## src/rtl/inst_fetch.sv

```systemverilog
`default_nettype none
// ============================================================================
// inst_fetch : fetch stage between PC unit and decode with in-order imem buffer
// Rev 1.0
// ============================================================================
module inst_fetch #(
  parameter int ADDR_WIDTH = 32,
  parameter int DATA_WIDTH = 32,
  parameter int DEPTH      = 4
) (
  input  logic                  clk,
  input  logic                  reset_n,
  input  logic                  pc_valid_i,
  input  logic [ADDR_WIDTH-1:0] pc_addr_i,
  output logic                  pc_ready_o,
  input  logic                  flush_i,
  output logic                  imem_req_o,
  output logic [ADDR_WIDTH-1:0] imem_addr_o,
  input  logic                  imem_gnt_i,
  input  logic                  imem_rvalid_i,
  input  logic [DATA_WIDTH-1:0] imem_rdata_i,
  output logic                  inst_valid_o,
  output logic [DATA_WIDTH-1:0] inst_o,
  output logic [ADDR_WIDTH-1:0] inst_addr_o,
  input  logic                  inst_ready_i,
  output logic                  err_o
);

  localparam int PW  = $clog2(DEPTH);
  localparam int CW  = PW + 1;
  localparam int DCW = CW + 4;
  localparam logic [CW:0] C_DEPTH = (CW + 1)'(DEPTH);

  logic [ADDR_WIDTH-1:0] pend_mem_q [DEPTH];
  logic [DATA_WIDTH-1:0] rsp_data_q [DEPTH];
  logic [ADDR_WIDTH-1:0] rsp_addr_q [DEPTH];

  logic [PW-1:0]  pend_wr_q, pend_wr_d, pend_rd_q, pend_rd_d;
  logic [PW-1:0]  rsp_wr_q, rsp_wr_d, rsp_rd_q, rsp_rd_d;
  logic [CW-1:0]  pend_cnt_q, pend_cnt_d, rsp_cnt_q, rsp_cnt_d;
  logic [DCW-1:0] drop_cnt_q, drop_cnt_d;
  logic           err_q, err_d;

  logic credit_ok;
  logic have_drop, have_pend;
  logic rv_drop, rv_live, rv_err;
  logic push_rsp, pop_rsp;

  // Credit is taken from registered counts only, so a same-cycle pop never frees a slot.
  assign credit_ok   = ({1'b0, pend_cnt_q} + {1'b0, rsp_cnt_q}) < C_DEPTH;
  assign imem_req_o  = pc_valid_i & credit_ok & ~flush_i;
  assign imem_addr_o = pc_addr_i;
  assign pc_ready_o  = imem_req_o & imem_gnt_i;

  assign have_drop = (drop_cnt_q != '0);
  assign have_pend = (pend_cnt_q != '0);
  assign rv_drop   = imem_rvalid_i & have_drop;
  assign rv_live   = imem_rvalid_i & ~have_drop & have_pend;
  assign rv_err    = imem_rvalid_i & ~have_drop & ~have_pend;

  assign push_rsp     = rv_live & ~flush_i;
  assign inst_valid_o = (rsp_cnt_q != '0);
  assign pop_rsp      = inst_valid_o & inst_ready_i & ~flush_i;
  assign inst_o       = inst_valid_o ? rsp_data_q[rsp_rd_q] : '0;
  assign inst_addr_o  = inst_valid_o ? rsp_addr_q[rsp_rd_q] : '0;
  assign err_o        = err_q;

  always_comb begin
    pend_wr_d  = pend_wr_q + PW'(pc_ready_o);
    pend_rd_d  = pend_rd_q + PW'(rv_live);
    pend_cnt_d = pend_cnt_q + CW'(pc_ready_o) - CW'(rv_live);
    rsp_wr_d   = rsp_wr_q + PW'(push_rsp);
    rsp_rd_d   = rsp_rd_q + PW'(pop_rsp);
    rsp_cnt_d  = rsp_cnt_q + CW'(push_rsp) - CW'(pop_rsp);
    drop_cnt_d = drop_cnt_q - DCW'(rv_drop);
    err_d      = err_q | rv_err;
    if (flush_i) begin
      // Live pending entries become anonymous drops; no grant can happen this cycle.
      pend_rd_d  = pend_wr_q;
      pend_cnt_d = '0;
      rsp_rd_d   = rsp_wr_q;
      rsp_cnt_d  = '0;
      drop_cnt_d = drop_cnt_q + DCW'(pend_cnt_q) - DCW'(rv_drop | rv_live);
    end
  end

  always_ff @(posedge clk or negedge reset_n) begin
    if (!reset_n) begin
      pend_wr_q  <= '0;
      pend_rd_q  <= '0;
      pend_cnt_q <= '0;
      rsp_wr_q   <= '0;
      rsp_rd_q   <= '0;
      rsp_cnt_q  <= '0;
      drop_cnt_q <= '0;
      err_q      <= 1'b0;
    end else begin
      pend_wr_q  <= pend_wr_d;
      pend_rd_q  <= pend_rd_d;
      pend_cnt_q <= pend_cnt_d;
      rsp_wr_q   <= rsp_wr_d;
      rsp_rd_q   <= rsp_rd_d;
      rsp_cnt_q  <= rsp_cnt_d;
      drop_cnt_q <= drop_cnt_d;
      err_q      <= err_d;
    end
  end

  always_ff @(posedge clk) begin
    if (pc_ready_o) begin
      pend_mem_q[pend_wr_q] <= pc_addr_i;
    end
    if (push_rsp) begin
      rsp_data_q[rsp_wr_q] <= imem_rdata_i;
      rsp_addr_q[rsp_wr_q] <= pend_mem_q[pend_rd_q];
    end
  end

endmodule
`default_nettype wire

```

## config.mk

```make
export PLATFORM = sky130hd
export DESIGN_NAME = inst_fetch
export DESIGN_NICKNAME = d
export VERILOG_FILES = /design/src/rtl/inst_fetch.sv
export SDC_FILE = /design/constraint.sdc
export NUM_CORES = 1
export LEC_CHECK = 0
export BUFFER_PORTS_ARGS = -buffer_cell sky130_fd_sc_hd__buf_2
export CAP_MARGIN = 20
export CORE_MARGIN = 5
export CORE_UTILIZATION = 63
export CTS_CLUSTER_SIZE = 10
export DETAILED_ROUTE_END_ITERATION = 10
export PLACE_DENSITY = 0.81
export SYNTH_ARGS = -nofsm -noshare
export SYNTH_HDL_FRONTEND = slang
export SYNTH_SLANG_ARGS = --single-unit
```

## constraint.sdc

```tcl
create_clock -name clk -period 19.7 [get_ports clk]
set_clock_uncertainty 0.2 [all_clocks]
set_input_delay 1.97 -clock clk [delete_from_list [all_inputs] [get_ports clk]]
set_output_delay 1.97 -clock clk [all_outputs]
set_load 0.01 [all_outputs]
```

After elaboration in Yosys (flattened, before gate mapping)
Memories as Yosys holds them, arrays and structs flattened.
Index checks and enable logic that the tools add are counted.
Cells by class
  $add $sub $neg: 12
  mux-type cells: 11
  bitwise logic cells: 15
  order comparisons: 1
  reduce and logical (&&, ||, !) cells: 3
Operators by type and width (number)
  32-bit 2-to-1 mux: 2
  7-bit by 1-bit subtractor with 7-bit output: 2
  1-bit AND: 10
  2-bit by 1-bit adder with 2-bit output: 4
  7-bit by 3-bit adder with 7-bit output: 1
  7-bit 2-to-1 mux: 1
  7-bit nonzero test: 1
  3-bit by 1-bit adder with 3-bit output: 2
  3-bit 2-to-1 mux: 2
  3-bit nonzero test: 2
  3-bit by 1-bit subtractor with 3-bit output: 2
  3-bit by 3-bit adder with 4-bit output: 1
  4-bit by 3-bit < comparator with 1-bit output, second input constant: 1
  1-bit 2-to-1 mux: 4
  2-bit 2-to-1 mux: 2
  1-bit inverter: 3
  1-bit OR: 2
Storage, ports and cells
  word-level logic and storage cells: 53
  memories: 3
  output and inout bits: 100
  bits in registers: 22
  RAM bits: 384
  bits of input ports: 71
Memories
  pend_mem_q: words 4, width 32, read ports 1, clocked after Yosys merged registers in 0, write ports 1, line 34  | logic [ADDR_WIDTH-1:0] pend_mem_q [DEPTH];
  rsp_addr_q: words 4, width 32, read ports 1, clocked after Yosys merged registers in 0, write ports 1, line 36  | logic [ADDR_WIDTH-1:0] rsp_addr_q [DEPTH];
  rsp_data_q: words 4, width 32, read ports 1, clocked after Yosys merged registers in 0, write ports 1, line 35  | logic [DATA_WIDTH-1:0] rsp_data_q [DEPTH];

Longest topological paths before layout
  word-level depth: 8
  gate-level depth with buffers: 14
  mapped depth without buffers: 14

Worst setup path after synthesis
OpenSTA, ideal clock, no wires.
  kind: input port to flip-flop
  start: input port imem_rvalid_i
  end: memory rsp_addr_q[1][0], enable pin
  slack: 11869 ps
  data required time: 18922 ps
  arrival time: 7053 ps
  path buffers: 0
  setup time: 578 ps
  cell stages on the path: 4
  cell sequence: nand3_1 > nor3_2 > inv_2 > nor3b_1
Between the ends
  word-level cells in the longest chain between the ends: 5
Ends and longest elaborated chain
  start: declaration: line 20  | input logic imem_rvalid_i,
  1-bit AND (2 in a row): line 58  | assign rv_live = imem_rvalid_i & ~have_drop & have_pend;
  1-bit AND: line 61  | assign push_rsp = rv_live & ~flush_i;
  1-bit 2-to-1 mux: line 113  | if (push_rsp) begin
  1-bit 2-to-1 mux (not written as such): line 115  | rsp_addr_q[rsp_wr_q] <= pend_mem_q[pend_rd_q];
  end: declaration: line 36
Every way passes these cells.

Worst setup path after layout
  start: input port flush_i
  end: output port pc_ready_o
Between the ends
  word-level cells in the longest chain between the ends: 3
Ends and longest elaborated chain
  start: declaration: line 16  | input logic flush_i,
  1-bit inverter: line 51  | assign imem_req_o = pc_valid_i & credit_ok & ~flush_i;
  1-bit AND: line 51
  1-bit AND: line 53  | assign pc_ready_o = imem_req_o & imem_gnt_i;
  end: declaration: line 15  | output logic pc_ready_o,
Every way passes these cells.

==> results.md <==
- Status: finished clean
- Post-synthesis simple-gate area fraction: ~4.6%
- Worst R2R Start: drop_cnt_q[5]
- DR DRC count: 0
- Post-synthesis compound-gate area fraction: between 1 and 1.5%
- Slew Limit Headroom: 27.02%
- Maximum VDD drop: about 0.00009 V
- Drt pass-1 iters: 6
- Clk slew on worst S/H paths: 0.05 ns
- Mean Syn Cell Area: roughly 21 µm²
- Tmin final: 5.699 ns
- Yosys cell types: 53
- Setup Viol. Count Final: 0
- XOR/XNOR Fraction of Synth Area: 0.7051%
- Layout Utilization: 73.16%
- Hold Path Origin: err_o
- Cell Rows: 58
- Pin count of the biggest net entering global routing: 66
- Die Span Y: roughly 170 µm
- Synth warn: 0
- Reg2reg setup slack: 15.65 ns
- Largest family of logic cells by synthesized area: multiplexers
- H-tree Lvls: 2
- Die width: around 170 µm
- Critical Path AT: about 3.5 ns
- Max-slew violations: 0
- Io pins: 171
- Number of global-route vias before repair: 8224
- Port Buffers: 170
- Mapped Area: ~0.016 mm²
- First-pass GRT wire length: 46.26 mm
- Gpl congestion: 0.7412
- Antenna Cells: 0
- # Post-CTS Setup Buffers: 0
- Setup TNS Final: 0 ns
- Wirelength per Cell: around 23 µm
- Share of cells above drive strength 1: 36.16%
- Initial DRC Count: 700
- Initial Util: around 64%
- Synth Net Count: around 870
- Mapped Cells: 773
- Synthesized flop and latch total: between 400 and 500
- Die footprint: 0.02893 mm²
- Max-cap viol count: 0
- Crit path max fanout: 34
- Hold Crit Class: flip-flop to flip-flop
- All-Layer GR Usage: 20.84%
- Total wire length: 29.13 mm
- Worst Path Required: 17.53 ns
- Worst Hold Path EP: err_o
- Clk pwr share: 33.4%
- Initial antenna violation count: 1
- Int Pwr: roughly 0.0016 W
- Tcrit/Tclk final: 28.93%
- R2r endpoint: drop_cnt_q[6]
- Unrepaired setup endpoints after global routing: no
- Via Count: 7645
- Post-synth ARST share: under 10%
- Area after DPL: 0.01712 mm²
- Pleak: ~6.5 nW
- DP HPWL: 16.42 mm
- CTS resizes: 0
- Clock Path Buffers: 3
- Post-route cell area: 0.01842 mm²
- Area grow syn2layout: 14.09%
- Clk Latency, worst-skew pair: between 0.5 and 0.6 ns
- Commonest non-fill, non-tap cells in the layout: edfxtp_1, buf_2, mux4_2, and2_1, clkbuf_16
- Endpoints failing hold: 0
- CTS Buf Count: 46
- Top FF cell, synth: edfxtp_1
- Root buf cell: clkbuf_16
- Mux contribution to synthesized area: 13.59%
- Adder-Cell Fraction of Synth Area: under 10%
- PwrDens: 119.9 mW/mm²
- Vias/cell: 5.954
- WS Path Type: input pin to output pin
- Grt ovf: 0
- Number of synthesized flops with an enable pin: 384
- Switching portion of total power: 25.47%
- Seq/Total Area, Yosys: 74.82%
- R2r worst-path depth: 13
- Comb pwr share: 18.4%
- Maximum clock frequency: 0.1755 GHz
- Post-CTS Hold Buffers: 0
- Net switching power: 0.0005625 W
- Hold path depth: 1
- Seq pwr share: about half
- Core Area: 0.02518 mm²
- Clock tree sinks: 406
- ANT nets after route: 0
- Fin nets: a little over 1000
- Startpoint types: input pin
- Pin slew with the least headroom to its limit: 1.092 ns
- CTS tree: built
- CP Capture Type: output pin
- Most common cell after layout, fill and taps aside: edfxtp_1
flip-flops by register name, indices dropped and copies added, names as in the netlist, 2 cells and up:
| register | flops |
|---|---|
| drop_cnt_q | 7 |
| pend_cnt_q | 3 |
| pend_mem_q | 128 |
| pend_rd_q | 2 |
| pend_wr_q | 2 |
| rsp_addr_q | 128 |
| rsp_cnt_q | 3 |
| rsp_data_q | 128 |
| rsp_rd_q | 2 |
| rsp_wr_q | 2 |
power groups by stage:
stage	Clock (W)	Sequential (W)	Combinational [W]
after detailed placement	0	0.00108	0.000411
after floorplan	0	0.00105	0.000324
after global routing	0.000791	0.00107	0.000455
final	0.000738	0.00106	0.000407
after CTS	0.000752	0.00107	0.000413
after global placement	0	0.00108	0.000399
worst max-delay path: stages:
cell	delay (ns)
buf_2	0.29
or4b_4	0.63
nor4b_4	0.42
buf_2	0.22
synthesized netlist by cell type, types with 2 or more instances:
cell type,n,area (µm²)
xor2_1,5,43.79
or3_1,2,12.51
nor2_1,9,33.78
clkbuf_1,15,56.30
a221oi_1,2,17.52
xnor2_1,8,70.07
and3_1,3,18.77
buf_4,38,285.3
nor3b_1,5,37.54
a21oi_1,3,15.01
nand2_1,8,30.03
mux2_2,2,22.52
o21ai_0,6,30.03
inv_1,23,86.33
a211oi_1,2,15.01
edfxtp_1,384,11530
ha_1,24,300.3
fa_1,3,60.06
and2_1,64,400.4
dfrtp_1,22,550.5
mux4_2,96,2162
buf_2,10,50.05
nor3_1,5,25.02
a21o_1,3,22.52
nand4b_1,2,17.52
nor2b_1,2,12.51
cells by family after synthesis:
logic type,count (synthesis)
compound gates,24
xor+xnor,13
fa+ha+maj,27
buf+inv,88
flops,406
mux,99
simple gates,116
layer usage:
layer	up-vias	global-route usage, %	part of all wire, %
met5	-	0	0.045
met4	2	4.896	1.5
met3	39	3.554	6.5
met2	264	36.14	52
met1	3973	28.26	40
li1	3367	-	-
per-stage QoR:
stage | worst slack, ns | total power [W] | instances | hold slack, ns
after floorplan | 11.87 | 0.001371 | 773 | 0.3032
after global placement | 14.03 | 0.001481 | 1216 | 0.2925
after detailed placement | 13.99 | 0.001494 | 1216 | 0.3033
after CTS | 13.99 | 0.002231 | 1283 | 0.3157
after global routing | 13.87 | 0.002317 | 1284 | 0.3402
final | 14.00 | 0.002209 | 1284 | 0.3013
cell type report:
type | instances | area (µm²)
clock buffers | 64 | 1240
clock inverters | 3 | 32.53
fillers | 1479 | 6759
inverters | 24 | 90.09
multi-input cells | 279 | 3625
flip-flops and latches | 406 | 12090
well taps | 330 | 412.9
repair buffers | 178 | 930.9
how the worst max path moves through the flow:
stage | from | endpoint | slack, ns | cells after the start
after CTS | flush_i | pc_ready_o | 13.99 | 4
final | flush_i | pc_ready_o | 14.00 | 4
after detailed placement | flush_i | pc_ready_o | 13.99 | 4
after global placement | flush_i | pc_ready_o | 14.03 | 4
after floorplan | imem_rvalid_i | rsp_addr_q[1][0] | 11.87 | 4
after global routing | flush_i | pc_ready_o | 13.87 | 4
No activity file was read; power rests on OpenSTA's default activity.
